### config.mk
export PLATFORM = sky130hd
export DESIGN_NAME = nco_multi_clock_gen
export DESIGN_NICKNAME = d
export VERILOG_FILES = /design/src/rtl/nco_clk_pkg.sv /design/src/rtl/nco_channel.sv /design/src/rtl/nco_multi_clock_gen.sv
export SDC_FILE = /design/constraint.sdc
export NUM_CORES = 1
export LEC_CHECK = 0
export ABC_AREA = 1
export BUFFER_PORTS_ARGS = -buffer_cell sky130_fd_sc_hd__buf_2
export CAP_MARGIN = 10
export CORE_MARGIN = 5
export CORE_UTILIZATION = 45
export CTS_CLUSTER_DIAMETER = 100
export DETAILED_ROUTE_END_ITERATION = 16
export GPL_TIMING_DRIVEN = 0
export MAX_ROUTING_LAYER = met4
export PLACE_DENSITY = 0.64
export SLEW_MARGIN = 20
export SYNTH_ARGS = -nofsm -noshare
export SYNTH_HDL_FRONTEND = slang
export SYNTH_SLANG_ARGS = --single-unit
### constraint.sdc
create_clock -name clk_sys_i -period 2.3 [get_ports clk_sys_i]
set_input_delay 0 -clock clk_sys_i [delete_from_list [all_inputs] [get_ports clk_sys_i]]
set_output_delay 0 -clock clk_sys_i [all_outputs]
set_load 0.01 [all_outputs]
### src/rtl/nco_clk_pkg.sv
// Shared constants, helper functions and types for the multi-channel NCO clock generator.
package nco_clk_pkg;

    localparam logic [15:0] LFSR_SEED = 16'hACE1;
    // Galois right-shift toggle mask for x^16 + x^14 + x^13 + x^11 + 1
    localparam logic [15:0] LFSR_TAPS = 16'hB400;

    typedef enum logic [1:0] {
        NCO_IDLE = 2'd0,
        NCO_RUN  = 2'd1,
        NCO_SYNC = 2'd2
    } t_nco_state;

    function automatic logic [15:0] f_lfsr_next(input logic [15:0] s);
        return s[0] ? ((s >> 1) ^ LFSR_TAPS) : (s >> 1);
    endfunction

    function automatic logic [15:0] f_rotl16(input logic [15:0] s, input int k);
        logic [31:0] w_dbl;
        w_dbl = {s, s} << (k % 16);
        return w_dbl[31:16];
    endfunction

    // base + clamp(trim, +-limit), then clamp to [1, 2^(w-1)] so the NCO never stops or aliases
    function automatic logic [63:0] f_sat_step(input logic [63:0]        base,
                                               input logic signed [63:0] trim,
                                               input int                 limit,
                                               input int                 w);
        logic signed [63:0] lim;
        logic signed [63:0] hi;
        logic signed [63:0] t;
        logic signed [63:0] s;
        lim = 64'(limit);
        hi  = 64'sd1 <<< (w - 1);
        t   = trim;
        if (t > lim)
            t = lim;
        else if (t < -lim)
            t = -lim;
        s = $signed(base) + t;
        if (s < 64'sd1)
            s = 64'sd1;
        else if (s > hi)
            s = hi;
        return $unsigned(s);
    endfunction

endpackage

### src/rtl/nco_channel.sv
// One phase-accumulator NCO channel with trim shadow/pending logic and step clamp.
//   state    | meaning
//   NCO_IDLE | channel disabled: acc held at 0, clk high, no wrap
//   NCO_RUN  | add step + dither every cycle, apply pending trim on carry
//   NCO_SYNC | re-phase: acc forced to 0, add and wrap suppressed
module nco_channel
    import nco_clk_pkg::*;
#(
    parameter int                     g_acc_width  = 32,
    parameter int                     g_tune_width = 16,
    parameter logic [g_acc_width-1:0] g_base_step  = 32'h0800_0000,
    parameter int                     g_tune_limit = 1000
) (
    input  logic                    clk_sys_i,
    input  logic                    rst_n_i,
    input  logic                    enable_i,
    input  logic                    sync_i,
    input  logic [g_tune_width-1:0] tune_i,
    input  logic                    tune_stb_i,
    input  logic [g_acc_width-1:0]  dither_i,
    output logic                    tune_pending_o,
    output logic                    clk_o,
    output logic                    wrap_o,
    output logic [g_acc_width-1:0]  step_o
);

    localparam int W = g_acc_width;
    localparam int T = g_tune_width;

    logic [W-1:0]       r_acc;
    logic [W-1:0]       r_step;
    logic [T-1:0]       r_shadow;
    logic               r_pending;
    logic               r_clk;
    logic               r_wrap;

    t_nco_state         w_state;
    logic [W:0]         w_sum;
    logic               w_carry;
    logic signed [63:0] w_trim_ext;
    logic [W-1:0]       w_step_new;

    always_comb begin
        w_state = NCO_RUN;
        if (!enable_i)
            w_state = NCO_IDLE;
        else if (sync_i)
            w_state = NCO_SYNC;
    end

    assign w_sum      = {1'b0, r_acc} + {1'b0, r_step} + {1'b0, dither_i};
    assign w_carry    = w_sum[W];
    assign w_trim_ext = {{(64-T){r_shadow[T-1]}}, r_shadow};
    assign w_step_new = W'(f_sat_step(64'(g_base_step), w_trim_ext, g_tune_limit, W));

    always_ff @(posedge clk_sys_i or negedge rst_n_i) begin
        if (!rst_n_i) begin
            r_acc     <= '0;
            r_step    <= g_base_step;
            r_shadow  <= '0;
            r_pending <= 1'b0;
            r_clk     <= 1'b1;
            r_wrap    <= 1'b0;
        end else begin
            r_wrap <= 1'b0;
            case (w_state)
                NCO_IDLE, NCO_SYNC: begin
                    r_acc <= '0;
                    r_clk <= 1'b1;
                end
                default: begin
                    r_acc  <= w_sum[W-1:0];
                    r_clk  <= ~w_sum[W-1];
                    r_wrap <= w_carry;
                    if (w_carry && r_pending) begin
                        r_step    <= w_step_new;
                        r_pending <= 1'b0;
                    end
                end
            endcase
            // A strobe coinciding with an apply refills the shadow and keeps pending set
            if (tune_stb_i) begin
                r_shadow  <= tune_i;
                r_pending <= 1'b1;
            end
        end
    end

    assign tune_pending_o = r_pending;
    assign clk_o          = r_clk;
    assign wrap_o         = r_wrap;
    assign step_o         = r_step;

endmodule

### src/rtl/nco_multi_clock_gen.sv
// Multi-channel NCO clock generator: shared dither LFSR, sync fan-out and per-channel NCOs.
module nco_multi_clock_gen
    import nco_clk_pkg::*;
#(
    parameter int                     g_num_channels = 4,
    parameter int                     g_acc_width    = 32,
    parameter int                     g_tune_width   = 16,
    parameter logic [g_acc_width-1:0] g_base_step    = 32'h0800_0000,
    parameter int                     g_tune_limit   = 1000,
    parameter int                     g_dither_bits  = 0
) (
    input  logic                                   clk_sys_i,
    input  logic                                   rst_n_i,
    input  logic [g_num_channels-1:0]              enable_i,
    input  logic                                   sync_i,
    input  logic [g_num_channels*g_tune_width-1:0] tune_i,
    input  logic [g_num_channels-1:0]              tune_stb_i,
    output logic [g_num_channels-1:0]              tune_pending_o,
    output logic [g_num_channels-1:0]              clk_o,
    output logic [g_num_channels-1:0]              wrap_o,
    output logic [g_num_channels*g_acc_width-1:0]  step_o
);

    localparam int N      = g_num_channels;
    localparam int W      = g_acc_width;
    localparam int T      = g_tune_width;
    localparam int DW_RAW = (g_dither_bits > 16) ? 16 : g_dither_bits;
    // Dither kept below 2^(W-1) so acc + step + dither carries at most once
    localparam int DW     = (DW_RAW < W - 1) ? DW_RAW : W - 1;

    logic [N-1:0][W-1:0] w_dither;

    generate
        if (DW > 0) begin : g_lfsr
            localparam logic [15:0] DMASK = 16'((32'd1 << DW) - 32'd1);
            logic [15:0] r_lfsr;

            always_ff @(posedge clk_sys_i or negedge rst_n_i) begin
                if (!rst_n_i)
                    r_lfsr <= LFSR_SEED;
                else
                    r_lfsr <= f_lfsr_next(r_lfsr);
            end

            for (genvar k = 0; k < N; k++) begin : g_rot
                assign w_dither[k] = W'(f_rotl16(r_lfsr, k) & DMASK);
            end
        end else begin : g_no_lfsr
            assign w_dither = '0;
        end
    endgenerate

    for (genvar k = 0; k < N; k++) begin : g_ch
        nco_channel #(
            .g_acc_width  (W),
            .g_tune_width (T),
            .g_base_step  (g_base_step),
            .g_tune_limit (g_tune_limit)
        ) u_ch (
            .clk_sys_i      (clk_sys_i),
            .rst_n_i        (rst_n_i),
            .enable_i       (enable_i[k]),
            .sync_i         (sync_i),
            .tune_i         (tune_i[k*T +: T]),
            .tune_stb_i     (tune_stb_i[k]),
            .dither_i       (w_dither[k]),
            .tune_pending_o (tune_pending_o[k]),
            .clk_o          (clk_o[k]),
            .wrap_o         (wrap_o[k]),
            .step_o         (step_o[k*W +: W])
        );
    end

endmodule

# Word-level counts from Yosys, hierarchy flattened
# Index checks and enable logic that the tools add are counted.
# classes
reduce_logical	24
n_mux	45
n_eq_ne	8
magnitude_cmp	16
addsub	8
n_bitwise	8
# op_table
operator	n
two-way mux 64 bit	8
two-way mux 32 bit	12
adder 29 x 64 -> 64 bit, first input constant	4
greater-than comparator 64 x 33 -> 1 bit, second input constant	4
less-than comparator 64 x 2 -> 1 bit, second input constant	4
adder 32 x 32 -> 33 bit	4
greater-than comparator 16 x 11 -> 1 bit, second input constant	4
less-than comparator 16 x 11 -> 1 bit, second input constant	4
two-way mux 1 bit	20
AND reduction 2 bit	8
two-way mux 2 bit	5
== test 2 bit, second input constant	4
logical NOT 2 bit	4
!= test 2 bit, second input constant	4
inverter 1 bit	8
nonzero test 2 bit	4
OR reduction 2 bit	4
logical AND 1 bit	4
# word_totals
inputBits	75
wordCells	133
output_inout_bits	140
regBits	332

# Depth between registers and ports, before layout
# Gate-level depths: netlist of run 1.
# logic_depth
ltp_word	7
depth_mapped	14
ltp_nobuf	14

# Hierarchy
# A second synthesis of run 1 with hierarchy kept.
# hier_totals
hier_cells	2779
area_unflattened_um2	21351.7
# modules_own_cells
mod	cells_each	instances	seq_area_each_um2	area_per_inst_um2
nco_channel (g_ch[0].u_ch)	692	1	1704.1	5412.7
nco_channel (g_ch[2].u_ch)	694	1	1704.1	5345.1
nco_channel (g_ch[1].u_ch)	698	1	1704.1	5303.8
nco_channel (g_ch[3].u_ch)	694	1	1704.1	5286.3
nco_multi_clock_gen	1	1	0.0	3.8

# Worst setup path before layout of run 1
# No wires, ideal clock.
# synth_timing
path_type	reg2reg
start	register g_ch[2].u_ch.r_step[26]
end	register g_ch[2].u_ch.r_step[26]
t_required_ns	2.234
stages_incl_launch_ff	12
slack_ns	0.024
n_path_buf	1
synth_period_minus_slack_ns	2.276
setup_ns	0.066
arrival_time_ns	2.210
path_cell_list	dfrtp_1 ha_1 nand2_1 inv_1 a21oi_1 nand2_1 a21oi_2 nand2_4 nand3_4 buf_6 nand2_2 nand2_1
# synth_between
elab_chain_cells	3
# synth_lines
element	line	text
start, declared	nco_channel.sv:31	logic [W-1:0] r_step;
start signal, assigned	nco_channel.sv:59	r_step <= g_base_step;
start signal, assigned	nco_channel.sv:76	r_step <= w_step_new;
adder 32 x 32 -> 33 bit	nco_channel.sv:51	assign w_sum = {1'b0, r_acc} + {1'b0, r_step} + {1'b0, dither_i};
logical AND 1 bit	nco_channel.sv:75	if (w_carry && r_pending) begin
AND reduction 2 bit (no source line)	n/a	
# Every way passes these cells.
# A chain may end at the register's enable or synchronous reset.

# Worst setup path in the final report of run 1
# layout_timing
start	register g_ch[3].u_ch.r_step[26]
end	register g_ch[3].u_ch.r_step[7]
# layout_between
elab_chain_cells	3
# layout_lines
element	line
start, declared	nco_channel.sv:31
start signal, assigned	nco_channel.sv:59
start signal, assigned	nco_channel.sv:76
adder 32 x 32 -> 33 bit	nco_channel.sv:51
logical AND 1 bit	nco_channel.sv:75
AND reduction 2 bit (no source line)	n/a
# Every way passes these cells.

==> impl_metrics.tcl, run 1 <==
set metrics [dict create \
    netlist_area_um2 19300 \
    arrival_ps 2710 \
    period_needed_ps 2300 \
    slowest_stage "dfrtp_4" \
    cts_buffers 35 \
    grt_pass1_wl_um 91500 \
    ys_seq_area_share_pct 35.3 \
    ys_async_sr_fraction_pct 100 \
    reg2reg_from "g_ch[3].u_ch.step_o[26]" \
    netlist_instances 2929 \
    hp-start "sync_i" \
    cap_violations 0 \
    drtPass1Iterations 6 \
    yosys.area.top_type "dfrtp_1" \
    area_growth_pct 30.2 \
    cts_max_path_buffers 3 \
    ys_warn_count 0 \
    synth_area_per_cell_um2 6.60 \
    grt_max_degree 92 \
    drive_above_1_share_pct 17.6 \
    dp_hpwl_um 41100 \
    slew_viol_final 0 \
    grt_pass1_vias 18900 \
    rsz0062_at_grt "true" \
    start_kind "register" \
    port_buffers 194 \
    path_max_fanout 8 \
    finalHoldViolCount 0 \
    wire_per_inst_um 14.6 \
    grt_overflow_total 0 \
    fmax_mhz 435 \
    slew_headroom_pct 56.8 \
    holdPathEnd "g_ch[2].u_ch.r_acc[0]" \
    wl_um 57500 \
    crit_buf_inv 3 \
    core_um2 42800 \
    path_clk_slew_ps 60 \
    cp_common_cell "nand2_4" \
    postRouteAntennaNets 0 \
    synth_seq_cells 272 \
    hold_depth 4 \
    clkLatencyLatePin_ps 540 \
    instances_no_fill 3927 \
    grt.total_usage_pct 24.0 \
    gp_congestion 0.944 \
    die_w_um 217 \
    die-area_um2 47200 \
    worst_setup_path_end_kind "register" \
    reg2reg_depth 12 \
    antenna_cells 0 \
    vdd_drop_max_v 0.000518 \
    power_mw 11.4 \
    finalCritPeriodShare_pct 99.9 \
    cp_top_family "simple AND/OR/NAND/NOR gates" \
    nNetsFinal 3551 \
    crit_type "reg -> reg" \
    synth_cell_types 39 \
    path_cells "buf_4 > ha_4 > nand2_1 > nor2_2 > inv_1 > nor3_2 > nand2_2 > nand2_4 > nand2_8 > clkbuf_16 > nand2_4 > o21ai_2" \
    drt-vias-per-instance 4.99 \
    finClkSkew_ps 15.7 \
    cp_data_required_time_ps 2720 \
    hp-class "in -> reg" \
    die_h_um 217 \
    ys_top_cells_by_count "1034 x nand2_1, 444 x inv_1, 282 x nor2_1" \
    r2r_slack_ps 2 \
    synth_edf_count 0 \
    ios 215 \
    final_core_util_pct 58.8 \
    synth.area.top_cells "dfrtp_1 34%, nand2_1 20%, inv_1 8.6%" \
    cts_root_buf "clkbuf_16" \
    num_vias 19600 \
    dp.cells 3687 \
    netlist.area_leader.share_pct 34.2 \
    start_util_pct 45.2 \
    cts.sinks 272 \
    antenna_found_initial 0 \
    status "finished, final reports clean" \
    ys.flop_type "dfrtp_1" \
    cts_tree "done" \
    synth_most_common_cell "nand2_1" \
    drc_errors 0 \
    r2r_end "g_ch[3].u_ch.step_o[7]" \
    htreeDepth 2 \
    setup_viol_count_final 0 \
    fp-row-count 76 \
    drt-initial-drc-count 1276 \
    p_per_area_nw_per_um2 452 \
    worst_pin_slew_ps 648 \
    max_stage_delay_ps 560 \
    p_leak_nw 13.8 \
]
-- registers in the layout, summed over array words and instances (netlist names) --
signal and count:
g_ch.u_ch.step_o 68, g_ch.u_ch.r_acc 128, g_ch.u_ch.wrap_o 4, g_ch.u_ch.tune_pending_o 4
g_ch.u_ch.clk_o 4, g_ch.u_ch.r_shadow 64
-- per-layer routing --
metal  track usage, %  routed length, µm  up-vias
li1                 -                  -     9990
met2             40.6              27400      504
met4             6.38               1250        0
met3             2.99               3020       95
met5                -                  0        -
met1             30.8              25800     9022
-- metrics by stage --
step                      setup TNS, ps  hold slack (ps)  instance area (µm²)  setup slack, ps
final                                 0             79.9                25200             2.13
after detailed placement         -45780             -136                21100             -562
after global routing              -1290             87.1                25200            -95.7
after CTS                         -6.31             48.8                23900            -6.31
after global placement         -1103080              201                21000            -3990
after floorplan                       0             -296                19400             23.7
-- cell type report --
type,instances,area [µm²]
Clock inverter,8,80.1
Clock buffer,54,1060
Inverter,445,1670
Fill cell,4027,17600
Sequential cell,272,6840
Timing Repair Buffer,376,2870
Multi-Input combinational cell,2112,11200
Tap cell,546,683
Buffer,114,803
-- worst min-delay path, cell delays in order --
cell and delay, ps:
buf_2 70, inv_1 170, nand2_1 270, nor2_1 60
-- cells by family (layout without fill, tap and decap cells) --
logic type	Yosys count	in the layout	synth area share (%)
other	1	16	0.0194
AOI/OAI and AO/OA	380	380	10.5
DFF	272	272	35.3
buffers and inverters	560	997	12.6
and+or+nand+nor	1592	1592	33.6
xor gates and xnor gates	4	4	0.181
adders and majority gates	120	120	7.92
-- cells in the final DEF (no fill, tap or decap), types with 54 or more instances in the layout --
cell / instances
a21oi_1: 183
buf_2: 197
buf_4: 108
dfrtp_1: 256
dlygate4sd3_1: 130
ha_1: 60
inv_1: 444
nand2_1: 989
nand2_2: 54
nand3_1: 109
nor2_1: 272
o21ai_0: 133
-- worst max path at each step --
stage / startpoint / to / slack, ps / cells past startpoint
floorplan: g_ch[2].u_ch.step_o[26] / g_ch[2].u_ch.step_o[26] / 20 / 11
global placement: rst_n_i / g_ch[0].u_ch.r_acc[29] / -3990 / 1
detailed placement: g_ch[2].u_ch.step_o[26] / g_ch[2].u_ch.step_o[26] / -560 / 11
CTS: g_ch[2].u_ch.step_o[0] / g_ch[2].u_ch.step_o[9] / -6 / 13
global route: g_ch[3].u_ch.step_o[26] / g_ch[3].u_ch.step_o[7] / -100 / 12
finish: g_ch[3].u_ch.step_o[26] / g_ch[3].u_ch.step_o[7] / 2 / 12
-- what timing repair did --
action / in CTS / in global routing
hold buffers: 131 / 0
setup endpoints to repair: 144 / 73
buffers inserted: 11 / 32
pin swaps: 3 / 27
endpoints found under the hold margin: 274 / 0
cloned: 0 / 5
gates resized for setup: 46 / 161
-- power breakdown --
part           switching [mW]  internal (mW)
clock                    2.17           3.29
combinational           0.545          0.398
sequential             0.0836           4.89
Power figures use the tool's default switching activity.
==> run 2: changes to the inputs <==
- CAP_MARGIN: 10 -> unset
- PLACE_DENSITY: 0.64 -> 0.66
==> impl_metrics.tcl, run 2 (same netlist as run 1, synthesis figures left out) <==
set metrics [dict create \
    status "complete, but fails checks" \
    violations "negative setup slack" \
    holdPathEnd "g_ch[2].u_ch.r_acc[0]" \
    dp_hpwl_um 40700 \
    cts_root_buf "clkbuf_16" \
    most-common-layout-cells "992 x nand2_1, 443 x inv_1, 275 x nor2_1" \
    setup_viol_count_final 5 \
    start_kind "register" \
    clkLatencyLatePin_ps 600 \
    antenna_found_initial 0 \
    cp_data_required_time_ps 2790 \
    nNetsFinal 3579 \
    max_stage_delay_ps 490 \
    p_per_area_nw_per_um2 436 \
    drtPass1Iterations 5 \
    instances_no_fill 3955 \
    wire_per_inst_um 14.7 \
    path_cells "buf_12 > buf_12 > ha_4 > nand2_4 > inv_2 > a21oi_2 > nand2_2 > a21oi_4 > nand2_8 > buf_6 > nand4_1 > nand2_1" \
    r2r_end "g_ch[2].u_ch.step_o[13]" \
    finalHoldViolCount 0 \
    worst_pin_slew_ps 627 \
    finalSetupTns_ps -91.0 \
    hold_depth 4 \
    grt_max_degree 89 \
    dr_wl_met2_um 28000 \
    fmax_mhz 429 \
    drt-initial-drc-count 1278 \
    top_layer_used "met4" \
    start_util_pct 45.2 \
    path_max_fanout 7 \
    fillCellCount 3899 \
    die_w_um 217 \
    slew_headroom_pct 58.2 \
    port_buffers 194 \
    hp-class "in -> reg" \
    cap_violations 0 \
    crit_type "reg -> reg" \
    slew_viol_final 0 \
    cts_buffers 31 \
    finalCritPeriodShare_pct 101 \
    gp_congestion 0.911 \
    drc_errors 0 \
    num_vias 19800 \
    die_h_um 217 \
    holdWs_ps 30.0 \
    period_needed_ps 2330 \
    grt_overflow_total 0 \
    dp.cells 3687 \
    r2r_slack_ps -30 \
    wl_met3_um 3130 \
    slowest_stage "dfrtp_4" \
    cts.sinks 272 \
    fp-row-count 76 \
    grt.total_usage_pct 24.2 \
    place_ws_ps -552 \
    final_core_util_pct 59.6 \
    worst_slack_ps -29.2 \
    core_um2 42800 \
    die-area_um2 47200 \
    reg2reg_depth 12 \
    largest_reg_flops 128 \
    power_mw 11.1 \
    antenna_cells 0 \
    vdd_drop_max_v 0.000620 \
    drive_above_1_share_pct 17.3 \
    hp-start "sync_i" \
    cts_tree "done" \
    postRouteAntennaNets 0 \
    p_leak_nw 14.0 \
    grt_pass1_wl_um 93000 \
    path_clk_slew_ps 60 \
    wl_um 58100 \
    reg2reg_from "g_ch[2].u_ch.step_o[26]" \
    worst_setup_path_end_kind "register" \
    cp_common_cell "buf_12" \
    cts_max_path_buffers 3 \
    ios 215 \
    regMostFlops "g_ch.u_ch.r_acc" \
    post_dp_cell_area_um2 21100 \
    final_common_cell "nand2_1" \
    route.layer.met1.wl_um 25600 \
    drt-vias-per-instance 5.01 \
    arrival_ps 2820 \
    rsz0062_at_grt "true" \
    grt_pass1_vias 19100 \
    area_growth_pct 32.0 \
    final_cell_area_um2 25500 \
    finClkSkew_ps 21.5 \
    htreeDepth 1 \
]
run 2: how the worst max path moves through the flow:
stage | endpoint | slack, ps | startpoint
floorplan | g_ch[2].u_ch.step_o[26] | 20 | g_ch[2].u_ch.step_o[26]
global placement | g_ch[0].u_ch.r_acc[30] | -3950 | rst_n_i
detailed placement | g_ch[2].u_ch.step_o[26] | -550 | g_ch[2].u_ch.step_o[26]
CTS | g_ch[1].u_ch.step_o[3] | 3 | g_ch[1].u_ch.step_o[0]
global route | g_ch[2].u_ch.step_o[12] | -110 | g_ch[2].u_ch.step_o[26]
finish | g_ch[2].u_ch.step_o[13] | -30 | g_ch[2].u_ch.step_o[26]
run 2: timing repair:
item                       4_1_cts  5_1_grt
pin swaps                        5       42
hold buffers                   156        0
setup buffers                   20       27
hold endpoints to repair       293        0
setup endpoints to repair      144       89
gates resized for setup         68      143
gates cloned                     0       10
run 2: power by group:
part           internal [mW]  switching, mW  total (mW)
registers               4.89         0.0809        4.97
logic                  0.442          0.559        1.00
clock network           3.02           2.13        5.15
run 2: critical path: cells and delay by family, from the launching register on:
family | cells | cell delay (ps)
flops | 1 | 490
buf+inv | 4 | 490
simple gates | 5 | 510
fa+ha+maj | 1 | 260
compound gates | 2 | 460
run 2: routing by layer:
layer  up-vias  track usage, %
li1      10100               -
met1      9127            30.7
met2       531            41.9
met3       107            3.03
met4         0            5.08
met5         -               -
run 2: layout make-up:
type	count	area, µm²	share of cell area [%]
multi-input combinational	2115	11200	44.1
inverter	445	1670	6.55
tap	546	683	2.68
clock buffer	43	881	3.45
timing repair buffer	407	3240	12.7
sequential	272	6830	26.8
buffer	112	777	3.05
clock inverter	15	183	0.716
